File: config.mk
export PLATFORM = sky130hd
export DESIGN_NAME = scan_controller
export DESIGN_NICKNAME = d
export VERILOG_FILES = /design/src/rtl/scan_controller.sv
export SDC_FILE = /design/constraint.sdc
export NUM_CORES = 1
export LEC_CHECK = 0
export CORE_MARGIN = 2
export CORE_UTILIZATION = 40
export CTS_BUF_LIST = sky130_fd_sc_hd__clkbuf_16
export DETAILED_ROUTE_END_ITERATION = 8
export GPL_TIMING_DRIVEN = 1
export PLACE_DENSITY = 0.65
export SKIP_LAST_GASP = 1
export SYNTH_ARGS = -nofsm -noshare
export SYNTH_HDL_FRONTEND = slang
export SYNTH_SLANG_ARGS = --single-unit
File: constraint.sdc
create_clock -name clk -period 2.1 [get_ports clk]
set_clock_uncertainty 0.2 [all_clocks]
set_input_delay 0.525 -clock clk [delete_from_list [all_inputs] [get_ports clk]]
set_output_delay 0.525 -clock clk [all_outputs]
set_load 0.005 [all_outputs]
File: src/rtl/scan_controller.sv
// Frame-load / window-scan sequencer for the template-matching datapath.
// Define SCAN_CONTROLLER_BEST_EN to add the in-block minimum-SAD tracker (best_x/best_y/best_sad).
module scan_controller #(
   parameter int IMG_W = 640,
   parameter int IMG_H = 480,
   parameter int TPL_W = 40,
   parameter int TPL_H = 100,
   parameter int X_W   = 10,
   parameter int Y_W   = 9,
   parameter int SAD_W = 12,
   parameter int CNT_W = 19
) (
   input  logic             clk,
   input  logic             rst,
   input  logic             start,
   input  logic             pix_in,
   input  logic             pix_valid,
   output logic             pix_ready,
   output logic             lb_d,
   output logic             lb_ena,
   output logic             cmp_req,
   input  logic             cmp_done,
   input  logic [SAD_W-1:0] sad_in,
   output logic [X_W-1:0]   win_x,
   output logic [Y_W-1:0]   win_y,
   output logic             busy,
   output logic             done
`ifdef SCAN_CONTROLLER_BEST_EN
   ,
   output logic [X_W-1:0]   best_x,
   output logic [Y_W-1:0]   best_y,
   output logic [SAD_W-1:0] best_sad
`endif
);

   localparam logic [2:0] S_IDLE  = 3'd0;
   localparam logic [2:0] S_LOAD  = 3'd1;
   localparam logic [2:0] S_CMP   = 3'd2;
   localparam logic [2:0] S_SHIFT = 3'd3;
   localparam logic [2:0] S_DONE  = 3'd4;

   localparam logic [X_W-1:0]   X_LAST   = X_W'(IMG_W - 1);
   localparam logic [X_W-1:0]   X_MAX    = X_W'(IMG_W - TPL_W);
   localparam logic [Y_W-1:0]   Y_MAX    = Y_W'(IMG_H - TPL_H);
   localparam logic [CNT_W-1:0] CNT_LAST = CNT_W'(IMG_W * IMG_H - 1);

   logic [2:0]       state;
   logic [CNT_W-1:0] pix_cnt;
   logic [X_W-1:0]   nx;
   logic [Y_W-1:0]   ny;
   logic             xfer, last_pos, start_ok, accept;

   assign xfer     = (state == S_LOAD) && pix_valid;
   assign start_ok = start && ((state == S_IDLE) || (state == S_DONE));
   assign accept   = (state == S_CMP) && cmp_done;
   assign last_pos = (win_x == X_MAX) && (win_y == Y_MAX);

   assign pix_ready = (state == S_LOAD);
   assign lb_ena    = xfer || (state == S_SHIFT);
   assign lb_d      = xfer && pix_in;
   assign cmp_req   = (state == S_CMP);
   assign busy      = (state == S_LOAD) || (state == S_CMP) || (state == S_SHIFT);
   assign done      = (state == S_DONE);

   // Raster advance: the window walks off the right edge and wraps one row down.
   always_comb begin
      nx = win_x + X_W'(1);
      ny = win_y;
      if (win_x == X_LAST) begin
         nx = '0;
         ny = win_y + Y_W'(1);
      end
   end

   always_ff @(posedge clk or negedge rst) begin
      if (!rst) begin
         state   <= S_IDLE;
         pix_cnt <= '0;
         win_x   <= '0;
         win_y   <= '0;
      end else begin
         case (state)
            S_IDLE, S_DONE: begin
               if (start) begin
                  state   <= S_LOAD;
                  pix_cnt <= '0;
                  win_x   <= '0;
                  win_y   <= '0;
               end
            end
            S_LOAD: begin
               if (xfer) begin
                  pix_cnt <= pix_cnt + CNT_W'(1);
                  if (pix_cnt == CNT_LAST) state <= S_CMP;
               end
            end
            S_CMP: begin
               if (cmp_done) state <= last_pos ? S_DONE : S_SHIFT;
            end
            S_SHIFT: begin
               win_x <= nx;
               win_y <= ny;
               state <= ((nx <= X_MAX) && (ny <= Y_MAX)) ? S_CMP : S_SHIFT;
            end
            default: state <= S_IDLE;
         endcase
      end
   end

`ifdef SCAN_CONTROLLER_BEST_EN
   // Strict compare keeps the earliest raster position on ties.
   always_ff @(posedge clk or negedge rst) begin
      if (!rst) begin
         best_x   <= '0;
         best_y   <= '0;
         best_sad <= '1;
      end else if (start_ok) begin
         best_x   <= '0;
         best_y   <= '0;
         best_sad <= '1;
      end else if (accept && (sad_in < best_sad)) begin
         best_x   <= win_x;
         best_y   <= win_y;
         best_sad <= sad_in;
      end
   end
`else
   logic unused_best;
   assign unused_best = start_ok ^ accept ^ (^sad_in);
`endif

endmodule
# Yosys cells after proc, flatten, opt, wreduce, memory -nomap -nowiden
# Cells that the tools add are included.
[totals] regBits=41 latch_bits=0 ramBits=0 rom_bits=0 word_cells=51 mem_count=0
[op_classes] addsub=3 mul=0 div_mod_pow=0 magnitude_cmp=2 n_eq_ne=12 n_shift=0 n_mux=16 n_bitwise=0 n_reduce_logical=14
[ops] cell="2-to-1 mux 19 bit" n=2
[ops] cell="case mux 19 bit (2 select lines)" n=1
[ops] cell="== test 10 bit, second input constant" n=2
[ops] cell="2-to-1 mux 10 bit" n=2
[ops] cell="case mux 10 bit (2 select lines)" n=1
[ops] cell="adder 19 x 1 -> 19 bit, second input constant" n=1
[ops] cell="== test 19 bit, second input constant" n=1
[ops] cell="2-to-1 mux 9 bit" n=2
[ops] cell="case mux 9 bit (2 select lines)" n=1
[ops] cell="2-to-1 mux 3 bit" n=5
[ops] cell="case mux 3 bit (4 select lines)" n=1
[ops] cell="adder 10 x 1 -> 10 bit, second input constant" n=1
[ops] cell="less-or-equal comparator 10 bit, second input constant" n=1
[ops] cell="adder 9 x 1 -> 9 bit, second input constant" n=1
[ops] cell="== test 9 bit, second input constant" n=1
[ops] cell="less-or-equal comparator 9 bit, second input constant" n=1
[ops] cell="== test 3 x 2 -> 1 bit, second input constant" n=2
[ops] cell="!= test 2 x 1 -> 1 bit, second input constant" n=3
[ops] cell="logical AND 1 bit" n=4
[ops] cell="AND reduction 4 bit" n=1
[ops] cell="nonzero test 2 bit" n=2
[ops] cell="== test 3 x 1 -> 1 bit, second input constant" n=1
[ops] cell="== test 3 bit, second input constant" n=1
[ops] cell="logical NOT 3 bit" n=1
[ops] cell="other kinds (6)" n=8

# Depth between registers and ports, before layout
[logic_depth] ltp_word=6 ltp_mapped=8

# Worst setup path before layout
# Ideal clock, no wire load.
[synth_timing] kind="flip-flop to flip-flop" start="register win_x[0]" end="register state[0]" arrival_time_ns=1.725 t_required_ns=1.762 setup_slack_ns=0.037 stages_incl_launch_ff=9 path_buffers=1 cell_sequence="dfrtp_1 > ha_1 > and2_1 > buf_2 > nand2_1 > nor4_1 > xor2_1 > a31oi_1 > o221ai_1"
[synth_via] elab_chain_cells=6
[synth_lines] element="from (decl)" line="24" source="output logic [X_W-1:0] win_x,"
[synth_lines] element="from (signal assigned)" line="101" source="win_x <= nx;"
[synth_lines] element="adder 10 x 1 -> 10 bit / == test 10 bit (equally long branches)" line="67, 69"
[synth_lines] element="2-to-1 mux 10 bit / 2-to-1 mux 9 bit (equally long branches)" line="69" source="if (win_x == X_LAST) begin"
[synth_lines] element="less-or-equal comparator 10 bit / less-or-equal comparator 9 bit (equally long branches)" line="103" source="state <= ((nx <= X_MAX) && (ny <= Y_MAX)) ? S_CMP : S_SHIFT;"
[synth_lines] element="logical AND 1 bit" line="103"
[synth_lines] element="2-to-1 mux 1 bit" line="103"
[synth_lines] element="case mux 3 bit (4 select lines) (*)" line="82" source="case (state)"
[synth_lines] element="to (signal assigned)" line="98" source="if (cmp_done) state <= last_pos ? S_DONE : S_SHIFT;"
[synth_lines] element="to (signal assigned)" line="103"
[synth_lines] element="to (decl)" line="47" source="logic [2:0] state;"
# Mark *: on every way between the ends. The rest lies on a longest branch, timed or not. The select of a mux whose other input is x is not followed.
# A chain may end at the register's enable or synchronous reset.

# Final worst setup path
[layout_timing] start="register state[2]" end="output lb_ena"
[layout_via] elab_chain_cells=3
[layout_lines] element="== test 3 x 1 -> 1 bit" line="53" source="assign xfer = (state == S_LOAD) && pix_valid;"
[layout_lines] element="logical AND 1 bit" line="53"
[layout_lines] element="logical OR 1 bit (*)" line="59" source="assign lb_ena = xfer || (state == S_SHIFT);"
[layout_lines] element="to (decl)" line="20" source="output logic lb_ena,"
# Mark *: on every way between the ends. The rest lies on a longest branch, timed or not.

==> results summary <==
The flow ran to the end, but the final reports show violations. The checks that failed: setup timing. Relative to the synthesized area, the layout overhead comes to 40.67%.

The post-detailed-route wirelength per cell came out at 15.31 um. The number of violations of the max-capacitance limit is 0. Entering global routing, the biggest net connects 25 pins. The worst setup path is captured at an output pin. The total via count in the routed design is 2537.

Summing all non-filler instances in the final layout gives an area of 3670 um2. The number of detailed-routing iterations run before antenna repair is 4. After synthesis, the share of flip-flops with an asynchronous set or reset is 1.000. The final-report max-slew violation count is 0. The mean post-synth cell area came out at 8.754 um2.

STA classifies the critical path startpoint as a register. The global routing usage summed across all routing layers came out at 0.1993. Measured on the finished design, the core utilization comes to 0.5813. The routed wire length came out at 6.980 mm.

The total number of yosys warnings came out at 0. The worst register-to-register path begins at win_x[1]$_DFFE_PN0P_. At the placement stage, the worst setup path has a slack of -0.4072 ns.

The count of flip-flops with a built-in enable after synthesis is 0. The number of antenna violations at the first check in global routing came out at 0. The number of buffers added by the clock tree synthesis step came out at 5.

The tree built by TritonCTS fans out to 41 sinks. The maximum fanout count along the critical path came out at 4. The met1 layer usage reported by global route came out at 0.2512. The slowest cell on the critical path is sky130_fd_sc_hd__dfrtp_2. Summed over all layers, the global routing overflow is 0.

The path with the worst hold slack has its endpoint at pix_cnt[10]$_DFFE_PN0P_. The initial detailed-routing violation count is 141. Measured against its own limit, the worst slew margin works out to 0.6858. The via-per-instance ratio came out at 5.564. The cell sitting at the root of the clock tree is a sky130_fd_sc_hd__clkbuf_16.

The met2 track utilization from global routing came out at 0.3422. The post-synth design cell area came out at 2609 um2. The die height is 84.76 um. For this run, the register share of the synthesized area comes to 0.3933.

The source of the worst hold timing path is pix_cnt[10]$_DFFE_PN0P_. The maximum clock insertion buffer count came out at 2. The power per standard cell area came out at 944.1 nW/um2.

The maximum frequency from static timing analysis is 466.2 MHz. Ranked by total cell area, the synthesized netlist is headed by sky130_fd_sc_hd__dfrtp_1, sky130_fd_sc_hd__xor2_1, sky130_fd_sc_hd__nand2_1, sky130_fd_sc_hd__nor2_1, sky130_fd_sc_hd__a21oi_1. The critical path is of the register to output pin type. At the pin with the least slew margin, the transition time is 0.4713 ns. The worst setup slack for register-to-register paths came out at 0.01 ns. The worst hold path belongs to the class register to register. The placed wire-length estimate came out at 4.806 mm.

Among all flip-flop cells after synthesis, the most frequent one is sky130_fd_sc_hd__dfrtp_1. The total number of placement rows is 29. The die width came out at 84.76 um.

The number of antenna-violating nets in the routed design came out at 0. The area fraction of the dominant cell type after synthesis is 0.3933. For the worst setup path, the data required time is 1.37 ns.

The endpoint of the worst-slack reg-to-reg timing path is state[1]$_DFFE_PN0P_. The leakage power total came out at 1.579 nW. Setup repair after global routing could not meet its margin everywhere. The later pin in the worst-skew pair is clocked with a latency of 0.29 ns. Pin placement for this block handled 43 I/O pins.

The worst vdd rail ir drop came out at 640.9 uV. The number of distinct library cells after synthesis came out at 54. The count of antenna diodes in the layout came out at 0. Walking the worst path, the cells encountered are nor3b_4 -> buf_4 -> nand2_1 -> nand2_1 -> clkdlybuf4s15_1. The most numerous cell type found on the critical path is sky130_fd_sc_hd__nand2_1.

The global-route wire length before repair is 11.56 mm. The area of the core is 6314 um2. The final-report hold violation count came out at 0.

At the end of routability-driven placement, the weighted congestion stood at 0.8516. Synthesis inferred 41 register bits. By instance count, the leading cell after synthesis is sky130_fd_sc_hd__dfrtp_1. sky130_fd_sc_hd__dfrtp_1 takes more of the synthesized area than any other cell. Setup violations remaining at the end of the flow were counted as 2.

In the synthesized netlist, the cells that appear most often are sky130_fd_sc_hd__dfrtp_1, sky130_fd_sc_hd__nand2_1, sky130_fd_sc_hd__nor2_1. The depth of the CTS H-tree is 2. When the netlist entered floorplanning its net count stood at 321.

The layer flagged by global routing as most heavily used is met2. Counting every instance in the synthesized netlist gives 298. The effective utilization at floorplan came out at 0.4132. The hold path depth is 2. Port buffering added 30 buffers. The setup slack of the critical path after layout is -0.04515 ns.

TritonCTS built the clock tree. The logic depth of the worst register-to-register path came out at 9. The critical path data arrival time is 1.42 ns.

The floorplan die area came out at 7184 um2. The via count of the first global-routing pass came out at 2510. The ratio of cells with drive above 1 in the final layout came out at 0.2718. The time the worst path needs with I/O delays and setup came out at 2.145 ns. The portion of the clock cycle consumed by the worst path in the final layout came out at 1.022. After clock tree synthesis, the clock-pin slew on the worst setup and hold paths is 0.06 ns. The final-stage net count is 401. The global routing usage on met3 is 0.04425.

The delay of the slowest cell on the worst path came out at 0.44 ns. The total placed instance area is 3269 um2. The final routed DRC violation total is 0.
## final cells by class
type / count / area (um2)
tap: 77 / 96.34
clock buffer: 5 / 125.1
sequential: 41 / 1037
clock inverter: 3 / 46.29
inverter: 12 / 45.04
multi-input combinational: 228 / 1551
fill: 568 / 2644
timing repair buffer: 90 / 768.2
## per-layer routing
layer,vias up,part of all wire
met5,-,0
met4,0,0.014
met3,10,0.037
met2,53,0.51
met1,1249,0.44
li1,1225,-
## registers in the layout (all words and copies together) (netlist names)
register	cells
pix_cnt	19
state	3
win_x	10
win_y	9
## placed cells by master, fill, tap and decap left out, types with 3 or more instances in the layout
| cell | instances |
|---|---|
| sky130_fd_sc_hd__a21oi_1 | 20 |
| sky130_fd_sc_hd__a31oi_1 | 5 |
| sky130_fd_sc_hd__and2_1 | 5 |
| sky130_fd_sc_hd__and3_1 | 5 |
| sky130_fd_sc_hd__buf_4 | 54 |
| sky130_fd_sc_hd__buf_6 | 4 |
| sky130_fd_sc_hd__clkbuf_16 | 5 |
| sky130_fd_sc_hd__clkdlybuf4s15_1 | 3 |
| sky130_fd_sc_hd__clkdlybuf4s50_1 | 20 |
| sky130_fd_sc_hd__dfrtp_1 | 32 |
| sky130_fd_sc_hd__dfrtp_2 | 9 |
| sky130_fd_sc_hd__dlygate4sd2_1 | 4 |
| sky130_fd_sc_hd__ha_1 | 3 |
| sky130_fd_sc_hd__inv_1 | 12 |
| sky130_fd_sc_hd__nand2_1 | 28 |
| sky130_fd_sc_hd__nand2_2 | 4 |
| sky130_fd_sc_hd__nand3_1 | 16 |
| sky130_fd_sc_hd__nand4_1 | 12 |
| sky130_fd_sc_hd__nor2_1 | 26 |
| sky130_fd_sc_hd__nor3_1 | 4 |
| sky130_fd_sc_hd__nor4_2 | 3 |
| sky130_fd_sc_hd__o21ai_0 | 9 |
| sky130_fd_sc_hd__o21ai_1 | 14 |
| sky130_fd_sc_hd__xnor2_1 | 9 |
| sky130_fd_sc_hd__xor2_1 | 15 |
## critical path, delay by kind of cell, from the launching register on
kind / cells / cell delay, ns
flip-flops: 1 / 0.44
AND/OR/NAND/NOR: 3 / 0.35
buffers and inverters: 2 / 0.34
## worst max path at each step
| stage | startpoint | endpoint | slack (ns) |
|---|---|---|---|
| after detailed placement | pix_valid | pix_cnt[17]$_DFFE_PN0P_ | -0.41 |
| after floorplan | win_x[0]$_DFFE_PN0P_ | state[0]$_DFFE_PN0P_ | 0.04 |
| final | state[2]$_DFFE_PN0P_ | lb_ena | -0.05 |
| after global routing | state[2]$_DFFE_PN0P_ | lb_ena | -0.1 |
| after CTS | state[1]$_DFFE_PN0P_ | lb_ena | -0.09 |
| after global placement | pix_valid | lb_ena | -0.40 |
## report_power, final
group	total [mW]	internal [mW]	leakage, nW	switching (mW)
sequential	1.01	0.891	0.548	0.118
clock	0.895	0.563	0.0800	0.332
combinational	1.56	0.764	0.951	0.798
## what timing repair did
item,4_1_cts,5_1_grt
hold buffers,1,0
hold endpoints to repair,1,0
pin swaps,5,12
gates resized for setup,21,25
endpoints found under the setup margin,31,36
setup buffers,3,11
## cells by family after synthesis
family | share of synthesized area
AO/OA/AOI/OAI | 0.1808
AND/OR/NAND/NOR | 0.2686
XOR/XNOR | 0.08058
multiplexers | 0.004316
flip-flops | 0.3933
buffers and inverters | 0.04844
adder cells (fa/ha/maj) | 0.02398
## through the flow
stage | setup TNS [ns] | instances | power (mW) | hold WS (ns)
after detailed placement | -12.02 | 433 | 2.348 | 0.3130
final | -0.04943 | 456 | 3.465 | 0.3418
after global placement | -11.39 | 433 | 2.334 | 0.3020
after floorplan | 0 | 298 | 1.740 | 0.02941
after CTS | -0.09359 | 445 | 3.314 | 0.3472
after global routing | -0.3916 | 456 | 3.686 | 0.3696
Power figures use the tool's default switching activity.
